===== config.mk =====
export PLATFORM = sky130hd
export DESIGN_NAME = cpu_core_mc_flat
export DESIGN_NICKNAME = d
export VERILOG_FILES = /design/src/rtl/cpu_core_mc_if.sv /design/src/rtl/cpu_core_mc.sv /design/src/flat_wrapper.sv
export SDC_FILE = /design/constraint.sdc
export NUM_CORES = 1
export LEC_CHECK = 0
export CORE_MARGIN = 3
export CORE_UTILIZATION = 54
export CTS_BUF_LIST = sky130_fd_sc_hd__clkbuf_8 sky130_fd_sc_hd__clkbuf_16
export CTS_CLUSTER_SIZE = 30
export DETAILED_ROUTE_END_ITERATION = 10
export GPL_TIMING_DRIVEN = 0
export PLACE_DENSITY = 0.73
export SETUP_SLACK_MARGIN = 0.2
export SLEW_MARGIN = 20
export SYNTH_ARGS = -nofsm -noshare
export SYNTH_HDL_FRONTEND = slang
export SYNTH_SLANG_ARGS = --single-unit

===== constraint.sdc =====
create_clock -name i_clk -period 3.21 [get_ports i_clk]
set_input_delay 0.8025 -clock i_clk [delete_from_list [all_inputs] [get_ports i_clk]]
set_output_delay 0.8025 -clock i_clk [all_outputs]
set_load 0.02 [all_outputs]

===== src/rtl/cpu_core_mc_if.sv =====
// Bus bundle for cpu_core_mc: instruction handshake, memory port and status outputs.
// The slave modport is the core's view; master is the environment driving it.
interface cpu_core_mc_if #(
    parameter int unsigned DATA_W = 8,
    parameter int unsigned ADDR_W = 16
);
    logic              i_hold;
    logic              i_instr_valid;
    logic              o_instr_ready;
    logic [7:0]        i_opcode;
    logic [7:0]        i_data1;
    logic [7:0]        i_data2;
    logic [ADDR_W-1:0] o_pc;
    logic              o_mem_req;
    logic              o_mem_we;
    logic [ADDR_W-1:0] o_mem_addr;
    logic [DATA_W-1:0] o_mem_wdata;
    logic              i_mem_ready;
    logic [DATA_W-1:0] i_mem_rdata;
    logic              o_wait;
    logic              o_halted;
    logic [DATA_W-1:0] o_data;

    modport slave (
        input  i_hold, i_instr_valid, i_opcode, i_data1, i_data2, i_mem_ready, i_mem_rdata,
        output o_instr_ready, o_pc, o_mem_req, o_mem_we, o_mem_addr, o_mem_wdata,
        output o_wait, o_halted, o_data
    );

    modport master (
        output i_hold, i_instr_valid, i_opcode, i_data1, i_data2, i_mem_ready, i_mem_rdata,
        input  o_instr_ready, o_pc, o_mem_req, o_mem_we, o_mem_addr, o_mem_wdata,
        input  o_wait, o_halted, o_data
    );
endinterface


===== src/rtl/cpu_core_mc.sv =====
// Multi-cycle CPU core: FETCH -> DECODE -> EXECUTE -> [MEMACC] -> WRITEBACK, plus HALT.
// Operands are read in DECODE, the ALU result and pending flags are formed in EXECUTE,
// and all architectural state (Rn, flags, PC, RA, output port) commits in WRITEBACK.
module cpu_core_mc #(
    parameter int unsigned DATA_W = 8,
    parameter int unsigned NREGS  = 8,
    parameter int unsigned ADDR_W = 16
) (
    input  logic         i_clk,
    input  logic         i_rst_n,
    cpu_core_mc_if.slave bus
);
    localparam logic [2:0] S_FETCH     = 3'd0;
    localparam logic [2:0] S_DECODE    = 3'd1;
    localparam logic [2:0] S_EXECUTE   = 3'd2;
    localparam logic [2:0] S_MEMACC    = 3'd3;
    localparam logic [2:0] S_WRITEBACK = 3'd4;
    localparam logic [2:0] S_HALT      = 3'd5;

    localparam logic [3:0] OP_LDI  = 4'h1;
    localparam logic [3:0] OP_MOV  = 4'h2;
    localparam logic [3:0] OP_ADD  = 4'h3;
    localparam logic [3:0] OP_SUB  = 4'h4;
    localparam logic [3:0] OP_AND  = 4'h5;
    localparam logic [3:0] OP_OR   = 4'h6;
    localparam logic [3:0] OP_XOR  = 4'h7;
    localparam logic [3:0] OP_LD   = 4'h8;
    localparam logic [3:0] OP_ST   = 4'h9;
    localparam logic [3:0] OP_OUT  = 4'hA;
    localparam logic [3:0] OP_JMP  = 4'hB;
    localparam logic [3:0] OP_JZ   = 4'hC;
    localparam logic [3:0] OP_CALL = 4'hD;
    localparam logic [3:0] OP_RET  = 4'hE;
    localparam logic [3:0] OP_HALT = 4'hF;

    logic [2:0]        state_q, state_d;
    logic [3:0]        op_q, op_d, rd_q, rd_d;
    logic [7:0]        d1_q, d1_d, d2_q, d2_d;
    logic [DATA_W-1:0] a_q, a_d, b_q, b_d, res_q, res_d;
    logic              nop_q, nop_d, zn_q, zn_d, cn_q, cn_d;
    logic [DATA_W-1:0] regs_q [16];
    logic [DATA_W-1:0] regs_d [16];
    logic [ADDR_W-1:0] pc_q, pc_d, ra_q, ra_d;
    logic              z_q, z_d, c_q, c_d;
    logic [DATA_W-1:0] data_q, data_d;

    logic [3:0]        rs;
    logic [ADDR_W-1:0] addr, pc_inc;
    logic [DATA_W:0]   sum, diff;
    logic              uses_rd, uses_rs;

    assign rs     = d1_q[3:0];
    assign addr   = ADDR_W'({d2_q, d1_q});
    assign pc_inc = pc_q + ADDR_W'(1);
    assign sum    = {1'b0, a_q} + {1'b0, b_q};
    assign diff   = {1'b0, a_q} - {1'b0, b_q};
    assign uses_rd = (op_q >= OP_LDI) && (op_q <= OP_OUT);
    assign uses_rs = (op_q >= OP_MOV) && (op_q <= OP_XOR);

    // Next-state: instruction sequencing, ALU and architectural commit
    always_comb begin
        state_d = state_q;
        op_d    = op_q;
        rd_d    = rd_q;
        d1_d    = d1_q;
        d2_d    = d2_q;
        a_d     = a_q;
        b_d     = b_q;
        res_d   = res_q;
        nop_d   = nop_q;
        zn_d    = zn_q;
        cn_d    = cn_q;
        regs_d  = regs_q;
        pc_d    = pc_q;
        ra_d    = ra_q;
        z_d     = z_q;
        c_d     = c_q;
        data_d  = data_q;
        case (state_q)
            S_FETCH: begin
                if (bus.i_instr_valid && !bus.i_hold) begin
                    op_d    = bus.i_opcode[7:4];
                    rd_d    = bus.i_opcode[3:0];
                    d1_d    = bus.i_data1;
                    d2_d    = bus.i_data2;
                    state_d = S_DECODE;
                end
            end
            S_DECODE: begin
                a_d     = regs_q[rd_q];
                b_d     = regs_q[rs];
                // Out-of-range register index turns the op into a PC-advancing NOP
                nop_d   = (uses_rd && (32'(rd_q) >= NREGS)) || (uses_rs && (32'(rs) >= NREGS));
                state_d = S_EXECUTE;
            end
            S_EXECUTE: begin
                cn_d = c_q;
                case (op_q)
                    OP_LDI:  res_d = DATA_W'(d1_q);
                    OP_MOV:  res_d = b_q;
                    OP_ADD:  begin res_d = sum[DATA_W-1:0];  cn_d = sum[DATA_W];  end
                    OP_SUB:  begin res_d = diff[DATA_W-1:0]; cn_d = diff[DATA_W]; end
                    OP_AND:  res_d = a_q & b_q;
                    OP_OR:   res_d = a_q | b_q;
                    OP_XOR:  res_d = a_q ^ b_q;
                    default: res_d = a_q;
                endcase
                zn_d    = (res_d == '0);
                state_d = ((op_q == OP_LD || op_q == OP_ST) && !nop_q) ? S_MEMACC : S_WRITEBACK;
            end
            S_MEMACC: begin
                if (bus.i_mem_ready) begin
                    if (op_q == OP_LD) res_d = bus.i_mem_rdata;
                    state_d = S_WRITEBACK;
                end
            end
            S_WRITEBACK: begin
                pc_d    = pc_inc;
                state_d = S_FETCH;
                if (!nop_q) begin
                    case (op_q)
                        OP_LDI, OP_MOV, OP_AND, OP_OR, OP_XOR, OP_LD: regs_d[rd_q] = res_q;
                        OP_ADD, OP_SUB: regs_d[rd_q] = res_q;
                        OP_OUT:  data_d = a_q;
                        OP_JMP:  pc_d = addr;
                        OP_JZ:   if (z_q) pc_d = addr;
                        OP_CALL: begin ra_d = pc_inc; pc_d = addr; end
                        OP_RET:  pc_d = ra_q;
                        OP_HALT: begin pc_d = pc_q; state_d = S_HALT; end
                        default: ;
                    endcase
                    if (uses_rs && op_q != OP_MOV) z_d = zn_q;
                    if (op_q == OP_ADD || op_q == OP_SUB) c_d = cn_q;
                end
            end
            S_HALT: ;
            default: state_d = S_FETCH;
        endcase
    end

    // State registers; reset aborts any instruction in flight
    always_ff @(posedge i_clk or negedge i_rst_n) begin
        if (!i_rst_n) begin
            state_q <= S_FETCH;
            op_q    <= '0;
            rd_q    <= '0;
            d1_q    <= '0;
            d2_q    <= '0;
            a_q     <= '0;
            b_q     <= '0;
            res_q   <= '0;
            nop_q   <= 1'b0;
            zn_q    <= 1'b0;
            cn_q    <= 1'b0;
            for (int i = 0; i < 16; i++) regs_q[i] <= '0;
            pc_q    <= '0;
            ra_q    <= '0;
            z_q     <= 1'b0;
            c_q     <= 1'b0;
            data_q  <= '0;
        end else begin
            state_q <= state_d;
            op_q    <= op_d;
            rd_q    <= rd_d;
            d1_q    <= d1_d;
            d2_q    <= d2_d;
            a_q     <= a_d;
            b_q     <= b_d;
            res_q   <= res_d;
            nop_q   <= nop_d;
            zn_q    <= zn_d;
            cn_q    <= cn_d;
            regs_q  <= regs_d;
            pc_q    <= pc_d;
            ra_q    <= ra_d;
            z_q     <= z_d;
            c_q     <= c_d;
            data_q  <= data_d;
        end
    end

    // Outputs decode straight from state so o_mem_req drops with an asynchronous reset
    assign bus.o_instr_ready = (state_q == S_FETCH) && !bus.i_hold;
    assign bus.o_pc          = pc_q;
    assign bus.o_mem_req     = (state_q == S_MEMACC);
    assign bus.o_mem_we      = (op_q == OP_ST);
    assign bus.o_mem_addr    = addr;
    assign bus.o_mem_wdata   = a_q;
    assign bus.o_wait        = (state_q != S_FETCH);
    assign bus.o_halted      = (state_q == S_HALT);
    assign bus.o_data        = data_q;
endmodule


===== src/flat_wrapper.sv =====
// flat-port wrapper written by rule: the top's interface ports become plain ports
module cpu_core_mc_flat 
#(
    parameter int unsigned DATA_W = 8,
    parameter int unsigned NREGS  = 8,
    parameter int unsigned ADDR_W = 16
)
  (i_clk, i_rst_n, bus_i_hold, bus_i_instr_valid, bus_i_opcode, bus_i_data1, bus_i_data2, bus_i_mem_ready, bus_i_mem_rdata, bus_o_instr_ready, bus_o_pc, bus_o_mem_req, bus_o_mem_we, bus_o_mem_addr, bus_o_mem_wdata, bus_o_wait, bus_o_halted, bus_o_data);
  cpu_core_mc_if #(.DATA_W(DATA_W), .ADDR_W(ADDR_W)) bus_i ();
  input  logic i_clk;
  input  logic i_rst_n;
  input wire logic [$bits(bus_i.i_hold)-1:0] bus_i_hold;
  input wire logic [$bits(bus_i.i_instr_valid)-1:0] bus_i_instr_valid;
  input wire logic [$bits(bus_i.i_opcode)-1:0] bus_i_opcode;
  input wire logic [$bits(bus_i.i_data1)-1:0] bus_i_data1;
  input wire logic [$bits(bus_i.i_data2)-1:0] bus_i_data2;
  input wire logic [$bits(bus_i.i_mem_ready)-1:0] bus_i_mem_ready;
  input wire logic [$bits(bus_i.i_mem_rdata)-1:0] bus_i_mem_rdata;
  output wire logic [$bits(bus_i.o_instr_ready)-1:0] bus_o_instr_ready;
  output wire logic [$bits(bus_i.o_pc)-1:0] bus_o_pc;
  output wire logic [$bits(bus_i.o_mem_req)-1:0] bus_o_mem_req;
  output wire logic [$bits(bus_i.o_mem_we)-1:0] bus_o_mem_we;
  output wire logic [$bits(bus_i.o_mem_addr)-1:0] bus_o_mem_addr;
  output wire logic [$bits(bus_i.o_mem_wdata)-1:0] bus_o_mem_wdata;
  output wire logic [$bits(bus_i.o_wait)-1:0] bus_o_wait;
  output wire logic [$bits(bus_i.o_halted)-1:0] bus_o_halted;
  output wire logic [$bits(bus_i.o_data)-1:0] bus_o_data;
  assign bus_i.i_hold = bus_i_hold;
  assign bus_i.i_instr_valid = bus_i_instr_valid;
  assign bus_i.i_opcode = bus_i_opcode;
  assign bus_i.i_data1 = bus_i_data1;
  assign bus_i.i_data2 = bus_i_data2;
  assign bus_i.i_mem_ready = bus_i_mem_ready;
  assign bus_i.i_mem_rdata = bus_i_mem_rdata;
  assign bus_o_instr_ready = bus_i.o_instr_ready;
  assign bus_o_pc = bus_i.o_pc;
  assign bus_o_mem_req = bus_i.o_mem_req;
  assign bus_o_mem_we = bus_i.o_mem_we;
  assign bus_o_mem_addr = bus_i.o_mem_addr;
  assign bus_o_mem_wdata = bus_i.o_mem_wdata;
  assign bus_o_wait = bus_i.o_wait;
  assign bus_o_halted = bus_i.o_halted;
  assign bus_o_data = bus_i.o_data;
  cpu_core_mc #(.DATA_W(DATA_W), .NREGS(NREGS), .ADDR_W(ADDR_W)) u_core (.i_clk(i_clk), .i_rst_n(i_rst_n), .bus(bus_i));
endmodule

* Word level (Yosys, flattened, before mapping)
Index checks and enable logic that the tools add are counted.
** Storage, ports and cells
- Flip-flop bits (word level) :: 222
- Latch bits :: 0
- Memory bits (writable) :: 0
- Bits in read-only memories :: 0
- Input port bits :: 37
- Output and inout bits :: 53
- Logic and storage cells :: 124
- Memories :: 0
** Cells by class
- $add $sub $neg :: 3
- Multiply operators :: 0
- Divide/modulo/power cells :: 0
- Order comparisons :: 9
- Equal/unequal tests :: 25
- Shifts and indexed selects :: 0
- Muxes and demuxes :: 23
- Bitwise gates (word level) :: 7
- Reduce and logical (&&, ||, !) cells :: 27
** Operator list (count)
- $bwmux W128 :: 1
- $bmux W8 S4 :: 2
- $mux W8 :: 8
- $pmux W16 S4 :: 1
- $pmux W8 S7 :: 1
- $demux W8 S4 :: 1
- $eq A4 B4 Y1 const B :: 8
- $mux W16 :: 2
- $pmux W3 S6 :: 1
- $reduce_and A3 Y1 :: 6
- $add A16 B1 Y16 const B :: 1
- $eq A4 B3 Y1 const B :: 4
- $pmux W8 S2 :: 1
- $mux W3 :: 5
- $ge A5 B5 Y1 const B :: 2
- $not A4 Y5 :: 2
- $logic_and A1 B1 Y1 :: 9
- $add A8 B8 Y8 :: 1
- $and A8 B8 Y8 :: 1
- $eq A4 B2 Y1 const B :: 2
- $ge A4 B4 Y1 const B :: 2
- $logic_not A8 Y1 :: 1
- $or A8 B8 Y8 :: 1
- $reduce_or A8 Y1 :: 1
- other kinds (22) :: 30

* Logic depth before layout (Yosys ltp)
- Depth after elaboration :: 6
- Mapped depth :: 12
- Gate-level depth less buffers :: 12

* Worst setup path after synthesis
No wires, ideal clock.
- Path type :: flip-flop to flip-flop
- From :: register u_core.op_q[1]
- To :: register u_core.zn_q
- Library setup time :: 95 ps
- Data arrival time :: 3009 ps
- Data required time :: 3115 ps
- Slack :: 106 ps
- Stages on the path, launching flop included :: 12
- Path buffers :: 1
- Clock period less this slack :: 3104 ps
- Cells stage by stage :: dfrtp_1 -> buf_2 -> nor4b_2 -> mux2_2 -> fa_1 -> nand2b_1 -> a32oi_1 -> o221ai_1 -> o21ai_0 -> nor4bb_1 -> nand4_1 -> o31ai_1
** On the way
- Longest elaborated chain between the ends :: 4
- Elaborated cells on any way between the ends :: 10
- Those cells by class :: eq/ne (7); mux (2); reduce/logical (1)
** RTL lines
- start: declaration :: RTL line cpu_core_mc.sv:37 : logic [3:0] op_q, op_d, rd_q, rd_d;
- start signal: assignment :: RTL line cpu_core_mc.sv:163 : op_q <= op_d;
- $eq A4 B3 Y1, or another cell as far along :: RTL line cpu_core_mc.sv:98 : case (op_q)
- $pmux W8 S7 * :: RTL line cpu_core_mc.sv:98
- $mux W8 * :: RTL line cpu_core_mc.sv:79 : case (state_q)
- $logic_not A8 Y1 * :: RTL line cpu_core_mc.sv:108 : zn_d = (res_d == '0);
- end signal: assignment :: RTL line cpu_core_mc.sv:171 : zn_q <= zn_d;
- end: declaration :: RTL line cpu_core_mc.sv:40 : logic nop_q, nop_d, zn_q, zn_d, cn_q, cn_d;
Mark *: on every way between the ends. The rest lies on a longest branch, timed or not. The select of a mux whose other input is x is not followed.
A chain may end at the register's enable or synchronous reset.

* Worst setup path after layout
- From :: register u_core.op_q[3]
- To :: register u_core.zn_q
Same word-level chain as after synthesis.

==> summary.md <==
| Metric | Value |
|---|---|
| Placed cells | 1376 |
| Area leader, netlist | dfrtp_1 |
| First-pass GRT wire length | 51700 um |
| Final #Nets | 1198 |
| Die ar. | 24600 sq um |
| Clock Skew | 35.0 ps |
| GP Congestion | 1.01 |
| Worst-Margin Slew | 907 ps |
| Headroom to the max-slew limit | 0.395 |
| Status | completed |
| Syn_nets | 1068 |
| Pleak | 0.00638 uW |
| ANT nets after route | 0 |
| CTS tree | built |
| CP startpoint kind | flop |
| Number of global-route vias before repair | 9140 |
| Ys Warns | 0 |
| Syn-to-layout area delta | 19.7% |
| WS Path Type | reg -> reg |
| Unique masters post-synth | 62 |
| Initial antenna violation count | 0 |
| Synthesized instance count | 1005 |
| H-Tree Depth | 1 |
| DRT Pass-1 Iters | 5 |
| Async SR Flop Fraction | 1.00 |
| DRT iter0 DRCs | 874 |
| Critical Path Fanout Max | 3 |
| Critical Path End Type | flop |
| Max-Cap Viols | 0 |
| Final Cell Area | 14700 sq um |
| Max-slew violations | 0 |
| Ports | 90 |
| Pwr Density | 416 nW/um^2 |
| Arrival time at the worst endpoint | 3510 ps |
| Core area | 22100 sq um |
| WL/cell | 23.0 um |
| Hold Crit Class | in -> async |
| Final WL | 33000 um |
| Clock Tree Buf Depth | 3 |
| Average cell area after synthesis | 12.2 sq um |
| Vias per cell | 6.34 |
| Drt drc | 0 |
| Area after DPL | 13600 sq um |
| Finished Layout Cells | 1434 |
| Final period utilization | 0.958 |
| Die Wd | 157 um |
| Final HPWL DP | 23900 um |
| Top FF cell, synth | dfrtp_1 |
| EDFF count, synth | 0 |
| Final hold slack | 233 ps |
| Synth top area share | 0.452 |
| Final hold viol count | 0 |
| Fmax | 0.325 GHz |
| RSZ-0062 raised after global routing | yes |
| Largest cells by area after synthesis | dfrtp_1, mux4_2, mux2_2 |
| Chip Height | 157 um |
| Clock slew at reported path FFs | 70 ps |
| Largest net degree at the start of global routing | 83 |
| Clock Latency Late Sink | 540 ps |
| Clock root cell | clkbuf_16 |
| N_diodes | 0 |
| GRT Util Overall | 0.269 |
| Synthesized area | 12300 sq um |
| CTS Hold Bufs | 0 |
| Port bufs | 89 |
| Maximum VDD drop | 325 uV |
| Critical Path RT | 3650 ps |
| Final setup fails | 0 |
| FF+latch count, synth | 222 |
| Layout cell share with drive strength beyond 1 | 0.303 |
| Setup TNS Final | 0 ps |
| Grt ovf | 0 |
| Initial core utilization | 0.556 |
| Clk sinks | 222 |
| Rows | 54 |
| CTS Buf Count | 25 |
| Vias | 9085 |
| Post-layout min period | 3080 ps |
| Sequential area share after synthesis | 0.452 |
==> stage by stage <==
stage / worst slack, ps / power [uW] / util
after floorplan: 253 / 3030 / -
after global placement: -8160 / 3210 / 0.613
after detailed placement: -322 / 3210 / 0.616
after CTS: 172 / 6140 / 0.659
after global routing: 45.0 / 6290 / 0.666
final: 134 / 6110 / 0.666
==> layer usage <==
layer	wire length, um	vias to the layer above	global-route usage
met5	0	-	0
met4	886	0	0.0809
met3	2620	68	0.0434
met2	15400	388	0.421
met1	14100	4598	0.391
li1	-	4031	-
==> layout make-up <==
cell class / instances / area [sq um]
Clock inverter: 21 / 216
Inverter: 34 / 128
Buffer: 70 / 310
Sequential cell: 222 / 5560
Tap cell: 280 / 350
Timing Repair Buffer: 103 / 1040
Fill cell: 1627 / 7380
Clock buffer: 25 / 626
Multi-Input combinational cell: 679 / 6480
==> where the power goes <==
group          internal [uW]  switching (uW)  leakage [uW]  total, uW
combinational            144             206       0.00289        350
clock                   1750            1190      0.000436       2940
sequential              2810            16.2       0.00305       2830
==> path summary, 6_finish.rpt <==
kind / from / to / slack, ps / depth (start not counted)
worst max-delay path: u_core.op_q[3] / u_core.zn_q / 130 / 11
worst min-delay path: i_rst_n / u_core.d2_q[7] / 230 / 1
worst max register to register: u_core.op_q[3] / u_core.zn_q / 130 / 11
worst min register to register: u_core.bus.o_data[6] / u_core.bus.o_data[6] / 490 / 2
max in group asynchronous: i_rst_n / u_core.regs_q[40] / 2150 / 2
min in group i_clk: u_core.bus.o_data[6] / u_core.bus.o_data[6] / 490 / 2
==> registers in the layout (all words and copies together), names as in the netlist <==
register and flops:
u_core.b_q 8, u_core.bus.o_data 8, u_core.bus.o_mem_wdata 8, u_core.bus.o_pc 16
u_core.d1_q 8, u_core.d2_q 8, u_core.nop_q 1, u_core.op_q 4
u_core.ra_q 16, u_core.rd_q 4, u_core.regs_q 128, u_core.res_q 8
u_core.state_q 3, u_core.z_q 1, u_core.zn_q 1
==> cell usage after synthesis (all sizes together) (2+ instances only) <==
| master | number |
|---|---|
| mux2i | 2 |
| nor3 | 9 |
| nand2 | 62 |
| nand2b | 18 |
| a22oi | 18 |
| a31oi | 15 |
| dfrtp | 222 |
| o21ai | 58 |
| o21a | 4 |
| mux4 | 80 |
| nand3 | 14 |
| or2 | 5 |
| mux2 | 155 |
| o221ai | 6 |
| o32ai | 8 |
| clkbuf | 52 |
| o2bb2ai | 4 |
| o22ai | 5 |
| a22o | 11 |
| nor2 | 64 |
| o22a | 3 |
| a21oi | 33 |
| a211oi | 2 |
| a221oi | 2 |
| xor2 | 3 |
| and3 | 9 |
| inv | 34 |
| or3 | 3 |
| nand4 | 7 |
| xnor2 | 18 |
| ha | 25 |
| and2 | 2 |
| nor2b | 8 |
| buf | 18 |
| o211ai | 7 |
| o31ai | 2 |
==> critical path: stages (launching register included) <==
cell and delay [ps]:
dfrtp_1 370, buf_6 120, nor4b_4 300, buf_4 170, mux2_4 320, fa_1 400
nand2b_4 170, a32o_1 240, o22a_1 210, nor4bb_4 280, nand4_1 130, o31ai_2 270
==> repair_timing <==
action / 4_1_cts / 5_1_grt
setup endpoints to repair: 9 / 28
buffers inserted: 7 / 5
pin swaps: 6 / 22
gates resized for setup: 20 / 28
==> logic make-up (layout without fill, tap and decap cells) <==
family / after synthesis / count (layout) / synth area share
AOI/OAI and AO/OA: 188 / 188 / 0.0993
xor gates and xnor gates: 21 / 21 / 0.0150
DFF: 222 / 222 / 0.452
adders and majority gates: 26 / 26 / 0.0271
buffers and inverters: 104 / 253 / 0.0335
and+or+nand+nor: 207 / 207 / 0.0831
muxes: 237 / 237 / 0.290
==> layout by cell type, fill, tap and decap left out, drive strengths merged, types with 11 or more instances in the layout <==
master / n
ha: 25
a22o: 11
dfrtp: 222
nand2: 62
buf: 34
inv: 41
mux4: 80
mux2: 155
xnor2: 18
nor2: 64
nand2b: 18
clkbuf: 77
nand3: 14
a21oi: 33
a31oi: 15
o21ai: 58
a22oi: 18
clkdlybuf4s50: 85
(Power assumes the default switching activity.)
